--- config.mk ---
export PLATFORM = sky130hd
export DESIGN_NAME = riscv_fetch_unit
export DESIGN_NICKNAME = d
export VERILOG_FILES = /design/src/rtl/riscv_fetch_unit.sv
export SDC_FILE = /design/constraint.sdc
export NUM_CORES = 2
export LEC_CHECK = 0
export ABC_AREA = 1
export BUFFER_PORTS_ARGS = -buffer_cell sky130_fd_sc_hd__buf_2
export CAP_MARGIN = 20
export CORE_ASPECT_RATIO = 0.7
export CORE_MARGIN = 2
export CORE_UTILIZATION = 30
export CTS_CLUSTER_SIZE = 14
export DETAILED_ROUTE_END_ITERATION = 8
export GPL_TIMING_DRIVEN = 0
export HOLD_SLACK_MARGIN = 0.03
export PLACE_DENSITY = 0.54
export RECOVER_POWER = 100
export SLEW_MARGIN = 0
export SYNTH_ARGS = -nofsm -noshare
export SYNTH_HDL_FRONTEND = slang
export SYNTH_SLANG_ARGS = --single-unit
--- constraint.sdc ---
create_clock -name clk -period 9.73 [get_ports clk]
set_clock_uncertainty 0.1 [all_clocks]
set_input_delay 1.946 -clock clk [delete_from_list [all_inputs] [get_ports clk]]
set_output_delay 1.946 -clock clk [all_outputs]
set_load 0.03 [all_outputs]
--- src/rtl/riscv_fetch_unit.sv ---
// Instruction-fetch front end: program-loadable word memory, fetch PC and FIFO queue
// delivering {pc, instruction} over valid/ready. Define FETCH_PERF_EN for perf counters.
module riscv_fetch_unit #(
    parameter int              XLEN       = 32,
    parameter int              IMEM_DEPTH = 64,
    parameter int              FQ_DEPTH   = 4,
    parameter logic [XLEN-1:0] RESET_PC   = '0
) (
    input  logic                          clk,
    input  logic                          rst,
    input  logic                          run,
    input  logic                          load_en,
    input  logic [$clog2(IMEM_DEPTH)-1:0] load_addr,
    input  logic [XLEN-1:0]               load_data,
    input  logic                          redirect_valid,
    input  logic [XLEN-1:0]               redirect_pc,
    output logic                          inst_valid,
    input  logic                          inst_ready,
    output logic [XLEN-1:0]               inst_data,
    output logic [XLEN-1:0]               inst_pc,
    output logic [XLEN-1:0]               fetch_pc,
    output logic [$clog2(FQ_DEPTH):0]     fq_count,
    output logic                          misalign_err
`ifdef FETCH_PERF_EN
    ,
    output logic [31:0]                   perf_fetch_cnt,
    output logic [15:0]                   perf_flush_cnt
`endif
);

    localparam int AW = $clog2(IMEM_DEPTH);
    localparam int PW = $clog2(FQ_DEPTH);
    localparam int CW = PW + 1;

    localparam logic [CW:0]     FQ_FULL = (CW + 1)'(FQ_DEPTH);
    localparam logic [XLEN-1:0] PC_STEP = XLEN'(4);

    logic [XLEN-1:0] imem [IMEM_DEPTH];
    logic [XLEN-1:0] rd_data;
    logic [XLEN-1:0] rd_pc;
    logic            inflight;

    logic [XLEN-1:0] q_data [FQ_DEPTH];
    logic [XLEN-1:0] q_pc   [FQ_DEPTH];
    logic [PW-1:0]   wr_ptr;
    logic [PW-1:0]   rd_ptr;
    logic [CW-1:0]   count;

    logic            issue;
    logic            push;
    logic            pop;
    logic [CW:0]     occupancy;

    // The in-flight read reserves a queue slot so a push can never overflow.
    always_comb begin
        occupancy = {1'b0, count} + {{CW{1'b0}}, inflight};
        issue     = run && !load_en && !redirect_valid && !misalign_err &&
                    (occupancy < FQ_FULL);
        push      = inflight && !redirect_valid;
        pop       = inst_valid && inst_ready && !redirect_valid;
    end

    assign inst_valid = (count != '0);
    assign fq_count   = count;
    assign inst_data  = inst_valid ? q_data[rd_ptr] : '0;
    assign inst_pc    = inst_valid ? q_pc[rd_ptr]   : '0;

    // Memory is intentionally not reset so a loaded program survives rst.
    always_ff @(posedge clk) begin
        if (load_en) begin
            imem[load_addr] <= load_data;
        end
        if (issue) begin
            rd_data <= imem[fetch_pc[AW+1:2]];
        end
    end

    always_ff @(posedge clk or posedge rst) begin
        if (rst) begin
            fetch_pc     <= RESET_PC;
            rd_pc        <= '0;
            inflight     <= 1'b0;
            misalign_err <= 1'b0;
        end else if (redirect_valid) begin
            fetch_pc <= {redirect_pc[XLEN-1:2], 2'b00};
            inflight <= 1'b0;
            if (redirect_pc[1:0] != 2'b00) begin
                misalign_err <= 1'b1;
            end
        end else begin
            inflight <= issue;
            if (issue) begin
                fetch_pc <= fetch_pc + PC_STEP;
                rd_pc    <= fetch_pc;
            end
        end
    end

    always_ff @(posedge clk) begin
        if (push) begin
            q_data[wr_ptr] <= rd_data;
            q_pc[wr_ptr]   <= rd_pc;
        end
    end

    // A redirect flushes the queue by rewinding both pointers and the count.
    always_ff @(posedge clk or posedge rst) begin
        if (rst) begin
            wr_ptr <= '0;
            rd_ptr <= '0;
            count  <= '0;
        end else if (redirect_valid) begin
            wr_ptr <= '0;
            rd_ptr <= '0;
            count  <= '0;
        end else begin
            if (push) begin
                wr_ptr <= wr_ptr + PW'(1);
            end
            if (pop) begin
                rd_ptr <= rd_ptr + PW'(1);
            end
            case ({push, pop})
                2'b10:   count <= count + CW'(1);
                2'b01:   count <= count - CW'(1);
                default: count <= count;
            endcase
        end
    end

`ifdef FETCH_PERF_EN
    always_ff @(posedge clk or posedge rst) begin
        if (rst) begin
            perf_fetch_cnt <= '0;
            perf_flush_cnt <= '0;
        end else begin
            if (push && (perf_fetch_cnt != '1)) begin
                perf_fetch_cnt <= perf_fetch_cnt + 32'd1;
            end
            if (redirect_valid && (perf_flush_cnt != '1)) begin
                perf_flush_cnt <= perf_flush_cnt + 16'd1;
            end
        end
    end
`endif

endmodule
Word level (Yosys, flattened, before mapping)
Memories as Yosys holds them, arrays and structs flattened. A register that Yosys moved wholly into a read port is not among the register bits. Index checks and enable logic that the tools add are counted.

Reduce and logical (&&, ||, !) cells: 18. Div/mod/pow operators: 0. Bitwise gates (word level): 1. Muxes and demuxes: 15. $mul: 0. Eq/ne operators: 2. Magnitude comparators: 1. Add/sub/neg operators: 6. Shifts and indexed selects: 0.

Operator list (number): $mux 32 (4); $add 32x3->32 const B (1); $mux 2 (4); $reduce_bool 2->1 (4); $logic_and 1x1->1 (7); $pmux 3 s2 (1); $reduce_bool 3->1 (2); $mux 1 (5); $add 2x1->2 const B (2); $add 3x1->4 (1); $lt 4x3->1 const B (1); $reduce_and 2->1 (2); $add 3x1->3 const B (1); $logic_not 1->1 (3); $mux 3 (1); $sub 3x1->3 const B (1); $eq 2x1->1 const B (1); $eq 2x2->1 const B (1); $not 1->1 (1).

Bits of input ports: 76. Register bits after elaboration: 73. Bits in latches: 0. Word-level logic and storage cells: 53. RAM bits: 2304. ROM bits: 0. Output and inout port bits: 101. Memories: 3.

Memories: imem (words 64, bits a word 32, read ports 1, clocked after Yosys merged registers in 1, wr ports 1, RTL line 38) `logic [XLEN-1:0] imem [IMEM_DEPTH];`; q_data (words 4, bits a word 32, read ports 1, clocked after Yosys merged registers in 0, wr ports 1, RTL line 43) `logic [XLEN-1:0] q_data [FQ_DEPTH];`; q_pc (words 4, bits a word 32, read ports 1, clocked after Yosys merged registers in 0, wr ports 1, RTL line 44) `logic [XLEN-1:0] q_pc [FQ_DEPTH];`.

Longest topological paths before layout
Word-level depth: 7. Gate-level depth with buffers: 14.

Least setup slack after synthesis
Ideal clock, no wire load.

Kind: in2reg. From: input redirect_valid. To: memory q_data[0][0] (enable). Cell stages on the path: 4. Arrival time: 4918 ps. Slack: 4230 ps. Setup time: 482 ps. Required time: 9148 ps. Cell sequence: buf_2 inv_2 nand2_1 nor2_1.

Word-level cells in the longest chain between the ends: 4.

RTL lines: from (decl) (RTL line 15) `input logic redirect_valid,`; $logic_not 1->1 (RTL line 59) `push = inflight && !redirect_valid;`; $logic_and 1x1->1 (RTL line 59); $mux 1 (RTL line 100) `if (push) begin`; $mux 1 (implied by the code) (RTL line 101) `q_data[wr_ptr] <= rd_data;`; to (decl) (RTL line 43).

Every way passes these cells.

Worst setup path after layout
From: input redirect_valid. To: memory q_data[3][16] (enable).

The elaborated chain is that of the path after synthesis.

==> metrics.sh <==
WORST-SETUP-PATH-TYPE='in -> reg'
POWER.STATIC_LEAKAGE_nW=45.60
GRT_SETUP_UNREPAIRED='false'
R2R_END='rd_data[11]'
DRV_CAP=144
IR_DROP_mV=0.1931
CORE-AREA_MM2=0.3361
PWR-SHARE-SEQ=0.478
PWR-SHARE-CLK=0.385
ROW_COUNT=178
NUMBER_OF_GLOBAL_ROUTE_VIAS_BEFORE_REPAIR=65087
POSTSYNTH.ASYNCRESETSHARE=0.02879
POST_CTS_HOLD_BUFFER_COUNT=0
P_COMB_FRAC=0.137
TOTALWIRELENGTH_MM=360.1
CRITPATHMAXFANOUT=23
FINALSETUPTNS_NS=0
CLKSLEWWORSTSETUPHOLDPATHS_NS=0.06
MIN_PERIOD_NS=6.404
FILLERS=33649
VIASPERCELL=4.900
GRT_ANTENNA_BEFORE_REPAIR=49
POST_SYNTH.CELL_AREA_AVG_UM2=10.87
DRT_FIRST_PASS_ITERS=6
CRITICAL_PATH.ENDPOINT_TYPE='flip-flop'
TIMING.MAX_SLEW.REL_SLACK=-1.904
MAX_FREQ_MHz=156.2
ROUTE.DETAILED.DRC=0
WORST_HOLD_PATH_TYPE='reg -> reg'
SYNTH-SEQ-CELLS=2397
SYN-CELL-AREA_MM2=0.1013
STARTPOINT_TYPE='input pin'
DIEAREA_MM2=0.3425
YOSYS_WARNINGS=0
WORST_SETUP_STARTPOINT='redirect_valid'
CRITICAL_PATH_REQUIRED_NS=10.16
TOTAL_POWER_mW=23.95
NUMPORTBUFFERS=170
SYNTH-EDFF-COUNT=2328
YS_SEQ_AREA_FRAC=0.7070
DESIGN.PORTCOUNT=177
GRT_START_MAX_NET_PINS=65
SHARE_OF_THE_CYCLE_NEEDED_BY_THE_CRITICAL_PATH_AFTER_ROUTING=0.6582
CP.ARRIVAL_NS=6.84
GLOBALROUTEOVERFLOWTOTAL=0
R2R_START='fetch_pc[5]'
NETLIST_INSTANCES=9318
OUTCOME='finished with violations'
CHIPWIDTH_UM=698.6
FINALCOREUTILIZATION=0.3445
DRTITER0DRC=10843
CELLS_ON_WORST_REG2REG_PATH=10
CLOCK_TREE.BUFFER_DEPTH=4
NETSWITCHINGPOWER_mW=6.750
DRIVE_GT1_FRAC=0.07897
REGTOREGSETUPSLACK_NS=3.90
FLOORPLAN.DIE.HEIGHT_UM=490.2
SWSHARE=0.2819
ENDPOINT='q_data[3][16]'
GRT_PASS1_WL_MM=500.9
SYN2LAYOUT_AREA_GROWTH_PCT=14.26
TIMING.FINAL.HOLD_VIOLATIONS=0
CTS-HTREE-LEVELS=4
DR_TOTAL_VIAS=71337
CLK_LATENCY_NS=0.93
POWER_DENSITY_mW_PER_MM2=206.8
CTS-BUFFERS-INSERTED=247
POST-CTS-SETUP-BUFFERS=0
PLACEDCELLCOUNT=14101
P_INT_mW=17.20
FINISH.NET_COUNT=9939
NUMCLOCKSINKS=2397
VIOLATIONS='capacitance limit, slew limit'
DETAILED_PLACE_HPWL_MM=246.4
GR-USAGE-ALL-LAYERS=0.2042
TIMING_WORST_SLEW_PIN_VALUE_NS=4.355
TRITONCTS_CLOCK_TREE='done'
SLEW_VIOL_FINAL=3918
FLOORPLAN.INITIALDENSITY=0.3015
ROUTABILITYCONGESTION=0.9808
FINAL-INSTANCE-COUNT-EXCL-FILL=14559
ANTENNA_LEFT=0
AVGROUTEDWIREPERCELL_UM=24.74
CTS-ROOT-BUF='clkbuf_16'
SETUP-VIOLATIONS-FINAL=0
CTS_REPAIR_RESIZE_COUNT=0
MOST_USED_FLIP_FLOP_CELL_AFTER_SYNTHESIS='edfxtp_1'
SYNTH_CELL_TYPES=38
layout make-up:
class | count | area, um2 | share of cell area
flip-flops and latches | 2397 | 71630 | 0.6188
multi-input cells | 5134 | 22480 | 0.1942
clock buffers | 321 | 6480 | 0.05597
well taps | 4500 | 5630 | 0.04863
inverters | 1281 | 4812 | 0.04157
plain buffers | 509 | 2406 | 0.02078
repair buffers | 287 | 1199 | 0.01035
clock inverters | 125 | 1117 | 0.009651
diodes | 5 | 12.51 | 0.0001081
critical path, cell delays in order:
cell	delay (ns)
clkbuf_1	0.18
inv_1	0.41
nand2_1	0.23
nor2_1	1.67
clkbuf_1	1.32
clkbuf_1	1.04
per-stage QoR:
stage | setup WS, ns | hold WS (ns) | instance area [um2]
2_1_floorplan | 4.230 | 0.3587 | 101300
3_3_place_gp | 1.712 | 0.3584 | 107800
3_5_place_dp | 4.057 | 0.3761 | 110800
4_1_cts | 3.899 | 0.3939 | 118400
5_1_grt | 2.915 | 0.4098 | 115800
6_report | 3.326 | 0.3929 | 115800
layout by cell type, fill, tap and decap left out, drive strengths merged:
cell / count
o211ai: 138
diode: 5
o21ai: 200
a22o: 1
nand3b: 3
a31oi: 1
conb: 4
dfrtp: 69
edfxtp: 2328
bufinv: 16
nor2: 417
buf: 403
clkinvlp: 10
inv: 1283
nand2: 2673
fa: 1
clkinv: 97
a21oi: 64
xor2: 10
clkbuf: 714
xnor2: 2
o221ai: 5
o21a: 1
o21bai: 2
a22oi: 1
nand4: 15
nand3: 1484
nor3: 11
ha: 5
or2: 96
sequential cells by signal, summed over array words and instances (netlist names), 2 cells and up:
| name | cells |
|---|---|
| imem | 2048 |
| q_data | 128 |
| q_pc | 120 |
| rd_data | 32 |
| fetch_pc | 30 |
| rd_pc | 30 |
| fq_count | 3 |
| rd_ptr | 2 |
| wr_ptr | 2 |
cell usage after synthesis (2+ instances only):
master,number,area [um2]
nand2_1,2672,10030
edfxtp_1,2328,69910
inv_1,1268,4760
clkbuf_1,148,555.5
clkinv_1,4,15.01
a21oi_1,64,320.3
buf_4,24,180.2
xor2_1,10,87.58
or2_2,94,588.1
o21bai_1,2,15.01
nand3b_1,3,22.52
nand4_1,15,93.84
nor2_4,2,22.52
o21ai_0,189,945.9
or2_1,2,12.51
o221ai_1,5,43.79
o21ai_1,11,55.05
nor3_1,10,50.05
o211ai_1,138,1036
xnor2_1,2,17.52
nor2_1,411,1543
dfrtp_1,69,1727
buf_6,5,56.30
nand3_1,1484,7427
inv_2,8,30.03
buf_1,34,127.6
buf_2,298,1491
nor2_2,4,25.02
ha_1,5,62.56
power groups by stage:
stage,Combinational (mW),Sequential [mW],Clock [mW]
5_1_grt,3.49,11.5,9.69
3_3_place_gp,3.23,11.7,0
3_5_place_dp,3.30,11.6,0
4_1_cts,3.32,11.4,9.30
2_1_floorplan,1.66,11.7,0
6_report,3.29,11.5,9.21
worst min path at each step:
stage,cells after the start,endpoint,startpoint
CTS,2,misalign_err,misalign_err
global route,0,q_data[2][27],rd_data[27]
global placement,2,misalign_err,misalign_err
floorplan,0,q_data[0][0],rd_data[0]
detailed placement,2,misalign_err,misalign_err
finish,2,misalign_err,misalign_err
layer usage:
layer	vias up	part of all wire	global-route usage
li1	32078	-	-
met1	34862	0.45	0.3115
met2	3832	0.40	0.2828
met3	559	0.13	0.05559
met4	6	0.032	0.05136
met5	-	0.00022	0
kinds of logic (layout without fill, tap and decap cells):
group           count (synthesis)  after routing  synth area share
simple gates                 4699           4699            0.1957
xor+xnor                       12             12          0.001037
buf+inv                      1790           2523           0.07128
flops                        2397           2397            0.7070
fa+ha+maj                       6              6         0.0008150
other cells                     1              9        0.00003701
compound gates                413            413           0.02414
(Power assumes the default switching activity.)
